==> src/rtl/wbf_pkg.sv <==
// rtl/wbf_pkg.sv - shared state encodings and config bit indices for the weight buffer
package wbf_pkg;

  typedef enum logic [2:0] {
    IDLE = 3'b000,
    CFG  = 3'b001,
    WORK = 3'b010
  } wbf_state_e;

  localparam int KEEP  = 0;
  localparam int NOCHK = 1;

endpackage

==> src/rtl/wbf_ram.sv <==
// rtl/wbf_ram.sv - weight store with one write port and one registered, enabled read port
module wbf_ram #(
  parameter int DATA_WIDTH = 8,
  parameter int ADDR_WIDTH = 8
) (
  input  logic                  clk,
  input  logic                  i_wr_en,
  input  logic [ADDR_WIDTH-1:0] i_wr_adr,
  input  logic [DATA_WIDTH-1:0] i_wr_dat,
  input  logic                  i_rd_en,
  input  logic [ADDR_WIDTH-1:0] i_rd_adr,
  output logic [DATA_WIDTH-1:0] o_rd_dat
);

  localparam int DEPTH = 2 ** ADDR_WIDTH;

  logic [DATA_WIDTH-1:0] r_mem [DEPTH];
  logic [DATA_WIDTH-1:0] r_rd_dat;

  // Read output holds between enables, matching a macro's behaviour.
  always_ff @(posedge clk) begin
    if (i_wr_en) r_mem[i_wr_adr] <= i_wr_dat;
    if (i_rd_en) r_rd_dat <= r_mem[i_rd_adr];
  end

  assign o_rd_dat = r_rd_dat;

endmodule

==> src/rtl/wei_buf_rsp.sv <==
// rtl/wei_buf_rsp.sv - weight buffer: GLB fill stream in, single-address reads out to the weight cache
import wbf_pkg::*;

module wei_buf_rsp #(
  parameter int DATA_WIDTH     = 8,
  parameter int WEI_ADDR_WIDTH = 8,
  parameter int ISA_WIDTH      = 2
) (
  input  logic                      clk,
  input  logic                      rst_n,
  input  logic                      TOPWBF_CfgVld,
  input  logic [ISA_WIDTH-1:0]      TOPWBF_CfgISA,
  output logic                      WBFTOP_CfgRdy,
  input  logic                      GLBWBF_DatVld,
  input  logic [DATA_WIDTH-1:0]     GLBWBF_Dat,
  output logic                      WBFGLB_DatRdy,
  input  logic                      WCAWBF_AdrVld,
  input  logic [WEI_ADDR_WIDTH-1:0] WCAWBF_Adr,
  output logic                      WBFWCA_AdrRdy,
  output logic                      WBFWCA_DatVld,
  output logic [DATA_WIDTH-1:0]     WBFWCA_Dat,
  input  logic                      WCAWBF_DatRdy
);

  localparam int DEPTH = 2 ** WEI_ADDR_WIDTH;
  localparam logic [WEI_ADDR_WIDTH:0] CNT_FULL = (WEI_ADDR_WIDTH+1)'(DEPTH);

  wbf_state_e                r_state;
  logic [ISA_WIDTH-1:0]      r_cfg_isa;
  logic                      r_cfg_rdy;
  logic [WEI_ADDR_WIDTH:0]   r_wr_cnt;
  logic                      r_out_vld;
  logic                      r_dat_clr;
  logic [DATA_WIDTH-1:0]     w_ram_dat;
  logic                      w_work;
  logic                      w_fill_rdy;
  logic                      w_fill_hs;
  logic                      w_addr_ok;
  logic                      w_adr_rdy;
  logic                      w_adr_hs;

  assign w_work     = (r_state == WORK);
  assign w_fill_rdy = w_work && (r_wr_cnt != CNT_FULL);
  assign w_fill_hs  = w_fill_rdy && GLBWBF_DatVld;
  // Old count is used, so the slot being written this cycle is not yet readable.
  assign w_addr_ok  = r_cfg_isa[NOCHK] || ({1'b0, WCAWBF_Adr} < r_wr_cnt);
  assign w_adr_rdy  = w_work && !TOPWBF_CfgVld && w_addr_ok && (!r_out_vld || WCAWBF_DatRdy);
  assign w_adr_hs   = w_adr_rdy && WCAWBF_AdrVld;

  always_ff @(posedge clk or negedge rst_n) begin
    if (!rst_n) begin
      r_state   <= IDLE;
      r_cfg_isa <= '0;
      r_cfg_rdy <= 1'b1;
    end else begin
      case (r_state)
        IDLE: if (TOPWBF_CfgVld) begin
          r_state   <= CFG;
          r_cfg_isa <= TOPWBF_CfgISA;
          r_cfg_rdy <= 1'b0;
        end
        CFG:  r_state <= WORK;
        WORK: if (TOPWBF_CfgVld) begin
          r_state   <= IDLE;
          r_cfg_rdy <= 1'b1;
        end
        default: begin
          r_state   <= IDLE;
          r_cfg_rdy <= 1'b1;
        end
      endcase
    end
  end

  always_ff @(posedge clk or negedge rst_n) begin
    if (!rst_n) begin
      r_wr_cnt <= '0;
    end else if (r_state == CFG && !r_cfg_isa[KEEP]) begin
      r_wr_cnt <= '0;
    end else if (w_fill_hs) begin
      r_wr_cnt <= r_wr_cnt + 1'b1;
    end
  end

  // r_dat_clr stands in for clearing the RAM read register, which has no reset.
  always_ff @(posedge clk or negedge rst_n) begin
    if (!rst_n) begin
      r_out_vld <= 1'b0;
      r_dat_clr <= 1'b1;
    end else if (w_work && !TOPWBF_CfgVld) begin
      if (w_adr_hs) begin
        r_out_vld <= 1'b1;
        r_dat_clr <= 1'b0;
      end else if (r_out_vld && WCAWBF_DatRdy) begin
        r_out_vld <= 1'b0;
      end
    end else begin
      r_out_vld <= 1'b0;
      r_dat_clr <= 1'b1;
    end
  end

  wbf_ram #(
    .DATA_WIDTH(DATA_WIDTH),
    .ADDR_WIDTH(WEI_ADDR_WIDTH)
  ) u_ram (
    .clk      (clk),
    .i_wr_en  (w_fill_hs),
    .i_wr_adr (r_wr_cnt[WEI_ADDR_WIDTH-1:0]),
    .i_wr_dat (GLBWBF_Dat),
    .i_rd_en  (w_adr_hs),
    .i_rd_adr (WCAWBF_Adr),
    .o_rd_dat (w_ram_dat)
  );

  assign WBFTOP_CfgRdy = r_cfg_rdy;
  assign WBFGLB_DatRdy = w_fill_rdy;
  assign WBFWCA_AdrRdy = w_adr_rdy;
  assign WBFWCA_DatVld = r_out_vld;
  assign WBFWCA_Dat    = r_dat_clr ? '0 : w_ram_dat;

endmodule

==> config.mk <==
export PLATFORM = sky130hd
export DESIGN_NAME = wei_buf_rsp
export DESIGN_NICKNAME = d
export VERILOG_FILES = /design/src/rtl/wbf_pkg.sv /design/src/rtl/wbf_ram.sv /design/src/rtl/wei_buf_rsp.sv
export SDC_FILE = /design/constraint.sdc
export NUM_CORES = 2
export LEC_CHECK = 0
export CAP_MARGIN = 5
export CORE_MARGIN = 2
export CORE_UTILIZATION = 65
export CTS_CLUSTER_SIZE = 8
export DETAILED_ROUTE_END_ITERATION = 7
export PLACE_DENSITY_LB_ADDON = 0.1
export SLEW_MARGIN = 20
export SYNTH_ARGS = -nofsm -noshare
export SYNTH_HDL_FRONTEND = slang
export SYNTH_SLANG_ARGS = --single-unit
==> constraint.sdc <==
create_clock -name clk -period 8.2 [get_ports clk]
set_clock_uncertainty 0.2 [all_clocks]
set_input_delay 1.64 -clock clk [delete_from_list [all_inputs] [get_ports clk]]
set_output_delay 1.64 -clock clk [all_outputs]
set_load 0.1 [all_outputs]
Word level (Yosys, flattened, before mapping). Memory sizes are Yosys's and may differ from the RTL's. A register that Yosys moved wholly into a read port is not among the register bits. Cells that the tools add are included.

Bitwise operators: 1. $add $sub $neg: 1. Reductions and logical operators: 18. $lt $le $gt $ge: 1. Mux-type cells: 16. Equal/unequal tests: 7.

Operator list (count): 9-bit 2-to-1 mux (2); 9-bit by 1-bit adder with 9-bit output (second input constant) (1); 8-bit by 9-bit < comparator with 1-bit output (1); 1-bit 2-to-1 mux (9); 9-bit != test (second input constant) (1); 3-bit case mux with 3 select lines (1); 1-bit logical AND (8); 8-bit 2-to-1 mux (1); 3-bit 2-to-1 mux (2); 2-bit != test (second input constant) (2); 2-bit AND reduction (2); 3-bit by 1-bit == test with 1-bit output (second input constant) (1); 3-bit by 2-bit == test with 1-bit output (second input constant) (1); 1-bit logical NOT (3); 3-bit logical NOT (1); 3-bit by 1-bit != test with 1-bit output (second input constant) (1); 1-bit case mux with 3 select lines (1); 3-bit AND reduction (1); 1-bit logical OR (2); 2-bit by 1-bit != test with 1-bit output (second input constant) (1); 2-bit nonzero test (1); 1-bit NOT (1).

Memories kept: 1. Output and inout port bits: 12. Word-level logic and storage cells: 51. Register bits: 17. Memory bits (writable): 2048.

Memories: u_ram.r_mem (depth 256, bits a word 8, rd ports 1, clocked after memory_dff 1, write ports 1, line wbf_ram.sv:17) `logic [DATA_WIDTH-1:0] r_mem [DEPTH];`.

Logic depth before layout (Yosys ltp).
Depth after elaboration: 7. Depth in mapped cells: 12. Mapped depth without buffers: 8.

Cells and area by module. From an unflattened synthesis, not the netlist that was laid out.

Cell total of the unflattened synthesis: 3843. Area total of the unflattened synthesis: 80693.6 um^2.

By module, submodules not included: wbf_ram (area an instance 79636.4 um^2, times used 1, cells each 3733); wei_buf_rsp (area an instance 1057.3 um^2, times used 1, cells each 110).

Worst setup path after synthesis. No wires, ideal clock.

Path type: input -> output. Start point: input port WCAWBF_Adr[0]. End point: output port WBFWCA_AdrRdy. Arrival: 4375 ps. Setup slack: 1985 ps. Stages on the path: 9. Path through: buf_6 buf_6 buf_2 nand2b_1 a21o_1 a21o_1 a21oi_1 o21ai_0 a31oi_1.

Word-level cells in the longest chain between the ends: 4.

RTL lines: from (decl) (line wei_buf_rsp.sv:18) `input logic [WEI_ADDR_WIDTH-1:0] WCAWBF_Adr,`; 8-bit by 9-bit < comparator with 1-bit output (line wei_buf_rsp.sv:46) `assign w_addr_ok = r_cfg_isa[NOCHK] || ({1'b0, WCAWBF_Adr} < r_wr_cnt);`; 1-bit logical OR (line wei_buf_rsp.sv:46); 1-bit logical AND (2 in a row) (line wei_buf_rsp.sv:47) `assign w_adr_rdy = w_work && !TOPWBF_CfgVld && w_addr_ok && (!r_out_vld || WCAWBF_DatRdy);`; to (decl) (line wei_buf_rsp.sv:19) `output logic WBFWCA_AdrRdy,`.

No other way between the ends.

Worst setup path in the final report.
Start point: input port WCAWBF_Adr[3]. End point: output port WBFWCA_AdrRdy.

Same word-level chain as after synthesis.

==> impl_metrics.env <==
export IMPL_cts_root_buffer="sky130_fd_sc_hd__clkbuf_16"
export IMPL_die_w_um=356
export IMPL_vdd_drop_max_mv=0.252
export IMPL_power_switching_share=0.215
export IMPL_grt_first_pass_wirelength_um=291000
export IMPL_drt_met1_wl_um=75500
export IMPL_core_rowCount=129
export IMPL_min_period_over_period=0.728
export IMPL_cts_hold_buffers_added=0
export IMPL_synthesis_nets=3911
export IMPL_routability_congestion_estimate_from_global_placement=0.919
export IMPL_share_seq_of_total_power=0.490
export IMPL_worstSetupStartpoint="WCAWBF_Adr[3]"
export IMPL_final_nets=4109
export IMPL_yosys_warnings=0
export IMPL_detail_route_wirelength_um=201000
export IMPL_worstSetupEndpointType="output pin"
export IMPL_global_route_usage_total=0.324
export IMPL_drt_pass1_iterations=8
export IMPL_worstPathCellList="clkdlybuf4s50_1 -> buf_4 -> ha_1 -> a21oi_1 -> o21ai_0 -> a31oi_1 -> buf_4"
export IMPL_tritoncts_clock_tree="done"
export IMPL_worst_path_dominant_cell_family="buffers and inverters"
export IMPL_dr_max_layer_used="met5"
export IMPL_tightestPinTransition_ns=1.23
export IMPL_initial_core_util=0.653
export IMPL_core_region_area_um2=123000
export IMPL_crit_reg2reg_launch="r_wr_cnt[6]"
export IMPL_synth_edf_count=2056
export IMPL_route_detailed_drc=0
export IMPL_htreeDepth=5
export IMPL_crit_top_cell="sky130_fd_sc_hd__buf_4"
export IMPL_synth_cell_area_um2=80700
export IMPL_filler_cell_count=6816
export IMPL_wl_per_cell_um=35.1
export IMPL_cp_slowest_cell="sky130_fd_sc_hd__clkdlybuf4s50_1"
export IMPL_grt_start_max_net_pins=203
export IMPL_hold_viol=0
export IMPL_critPathMaxStageDelay_ns=0.84
export IMPL_synth_cells=3876
export IMPL_dr_total_vias=40900
export IMPL_comb_pwr_share=0.060
export IMPL_setup_worst_path_end="WBFWCA_AdrRdy"
export IMPL_cts_resized_gates=0
export IMPL_grt_setup_unrepaired="false"
export IMPL_vias_per_inst=7.14
export IMPL_timing_final_crit_period_ns=5.97
export IMPL_rr_endpoint="u_ram.r_mem[88][6]"
export IMPL_clk_latency_ns=0.88
export IMPL_critPathKind="primary input to output pin"
export IMPL_cts_reportedPaths_clkPinSlew_ns=0.05
export IMPL_clock_fmax_mhz=168
export IMPL_inserted_clock_buffers=308
export IMPL_synth_lib_cells_used_distinct=62
export IMPL_boundaryPins=36
export IMPL_p_leak_uw=0.0288
export IMPL_synth_async_reset_ratio=0.00772
export IMPL_cp_buffers_inverters=3
export IMPL_met3WireLength_um=26500
export IMPL_cts_post_setup_buffers_inserted=0
export IMPL_final_design_area_no_fill_um2=90700
export IMPL_dp_hpwl_um=118000
export IMPL_critPathArrivalTime_ns=4.13
export IMPL_result_of_the_run="complete, no violations"
export IMPL_relSlewSlack=0.170
export IMPL_overall_die_area_um2=127000
export IMPL_cts_sink_count=2072
export IMPL_proportion_of_synthesized_chip_area_in_sequential_cells=0.770
export IMPL_tns_ns=0
export IMPL_routed_length_on_met2_um=92200
export IMPL_global_route_overflow_total=0
export IMPL_placement_io_buffers=35
export IMPL_critical_path_startpoint_type="primary input"
export IMPL_area_growth_syn_to_layout_pct=12.4
export IMPL_avgSynthCellArea_um2=20.8
export IMPL_post_dp_cell_area_um2=82700
export IMPL_ant_nets=0
export IMPL_critical_path_cell_count=7
export IMPL_grt_pass1_vias=41600
export IMPL_die_height_um=356
export IMPL_switchingPower_uw=5150
export IMPL_power_density_nw_per_um2=264
export IMPL_worstPathMaxFanout=9
export IMPL_drt_first_iter_violations=6921
export IMPL_hold_path_class="flop to flop"
export IMPL_cp_required_ns=6.36
export IMPL_share_clk_of_total_power=0.449
export IMPL_setup_viol=0
export IMPL_r2r_cells=7
export IMPL_final_max_slew_violation_count=0
export IMPL_max_cap_check_violation_count=0
export IMPL_final_layout_size_suffix_gt1_frac=0.218
export IMPL_cellInternalPower_uw=18800
export IMPL_hold_path_cell_count=1
export IMPL_synth_flop_cell="sky130_fd_sc_hd__edfxtp_1"
export IMPL_setup_reg_to_reg_worst_slack_ns=3.70
export IMPL_synth_ff_latch_count=2072
export IMPL_antenna_found_initial=14
export IMPL_cts_path_max_buffers=4
-- state kept, by name, summed over array words and instances (netlist names) --
register,flops
r_dat_clr,1
r_cfg_isa,2
r_state,2
WBFTOP_CfgRdy,1
WBFWCA_DatVld,1
r_wr_cnt,9
u_ram.o_rd_dat,8
u_ram.r_mem,2048
-- stage by stage --
| stage | total power (uW) | setup WS (ns) | utilization | std cells | hold slack [ns] |
|---|---|---|---|---|---|
| 2_1_floorplan | 12700 | 1.99 | - | 3876 | 0.281 |
| 3_3_place_gp | 13300 | 1.92 | 0.669 | 5401 | 0.298 |
| 3_5_place_dp | 13400 | 1.79 | 0.670 | 5401 | 0.329 |
| 4_1_cts | 24000 | 2.23 | 0.734 | 5733 | 0.334 |
| 5_1_grt | 24500 | 2.25 | 0.734 | 5733 | 0.349 |
| 6_report | 24000 | 2.23 | 0.734 | 5734 | 0.332 |
-- Yosys cell counts, drive strengths merged (15+ instances only) --
master	count	area, um^2
edfxtp	2056	61700
mux4	437	9840
nor2	287	1080
mux2i	259	2590
buf	136	907
nand2	96	360
clkbuf	91	342
a22oi	78	586
o22ai	60	375
nand3	48	240
a21oi	32	160
o21ai	32	160
a211oi	27	203
nor2b	21	131
nor3	20	105
a22o	15	131
-- worst reg2reg max path, cell delays in order, from the launching register on --
cell and delay [ns]:
sky130_fd_sc_hd__dfrtp_1 0.69, sky130_fd_sc_hd__nor4_1 0.18, sky130_fd_sc_hd__a41oi_1 0.37, sky130_fd_sc_hd__nand2_1 0.10, sky130_fd_sc_hd__buf_4 0.23, sky130_fd_sc_hd__nor3_1 0.38, sky130_fd_sc_hd__nand3_1 0.86, sky130_fd_sc_hd__nor2_1 1.10
-- kinds of logic after synthesis --
family / after synthesis / synth area share
AND/OR/NAND/NOR: 523 / 0.0281
XOR/XNOR: 8 / 0.000869
flip-flops: 2072 / 0.770
AO/OA/AOI/OAI: 317 / 0.0277
buffers and inverters: 240 / 0.0161
adder cells (fa/ha/maj): 11 / 0.00171
multiplexers: 705 / 0.155
-- layout by cell type (no fill, tap or decap), drive strengths merged, types with 5 or more instances in the layout --
cell | netlist | layout
edfxtp | 2056 | 2056
mux4 | 437 | 437
clkbuf | 91 | 336
nor2 | 287 | 287
mux2i | 259 | 259
nand2 | 96 | 96
buf | 136 | 86
a22oi | 78 | 78
o22ai | 60 | 60
nand3 | 48 | 48
a21oi | 32 | 32
o21ai | 32 | 32
a211oi | 27 | 27
clkdlybuf4s50 | 0 | 21
nor2b | 21 | 21
nor3 | 20 | 20
a22o | 15 | 15
dfrtp | 14 | 14
nand2b | 13 | 13
inv | 9 | 13
a221oi | 12 | 12
ha | 11 | 11
a211o | 10 | 10
nor4 | 10 | 10
mux2 | 9 | 9
a31oi | 9 | 9
o221ai | 8 | 8
xnor2 | 8 | 8
nand4 | 6 | 6
o311ai | 6 | 6
a2111oi | 6 | 6
and2 | 5 | 5
-- power by group through the flow --
stage	Clock, uW	Sequential (uW)	Combinational [uW]
6_report	10800	11800	1450
5_1_grt	11300	11700	1490
4_1_cts	10900	11800	1420
3_5_place_dp	0	11900	1410
3_3_place_gp	0	11900	1380
2_1_floorplan	0	11900	725
-- worst min path at each step --
stage | from | end | slack, ns
global placement | r_cfg_isa[0] | r_cfg_isa[0] | 0.30
finish | r_cfg_isa[0] | r_cfg_isa[0] | 0.33
floorplan | r_cfg_isa[0] | r_cfg_isa[0] | 0.28
CTS | r_cfg_isa[0] | r_cfg_isa[0] | 0.33
detailed placement | r_cfg_isa[0] | r_cfg_isa[0] | 0.33
global route | r_cfg_isa[1] | r_cfg_isa[1] | 0.35
-- layout make-up --
cell class	instances	area, um^2	share of cell area
Timing Repair Buffer	115	1110	0.0123
Clock inverter	4	35.0	0.000386
Inverter	13	50.0	0.000552
Tap cell	1637	2050	0.0226
Multi-Input combinational cell	1564	17300	0.191
Antenna cell	1	2.50	0.0000276
Clock buffer	328	7930	0.0875
Sequential cell	2072	62100	0.686
-- layer usage --
metal,vias up,track usage
met5,-,0
met4,8,0.112
met3,456,0.104
met2,2909,0.475
met1,21200,0.469
li1,16300,-
(Power assumes the default switching activity.)
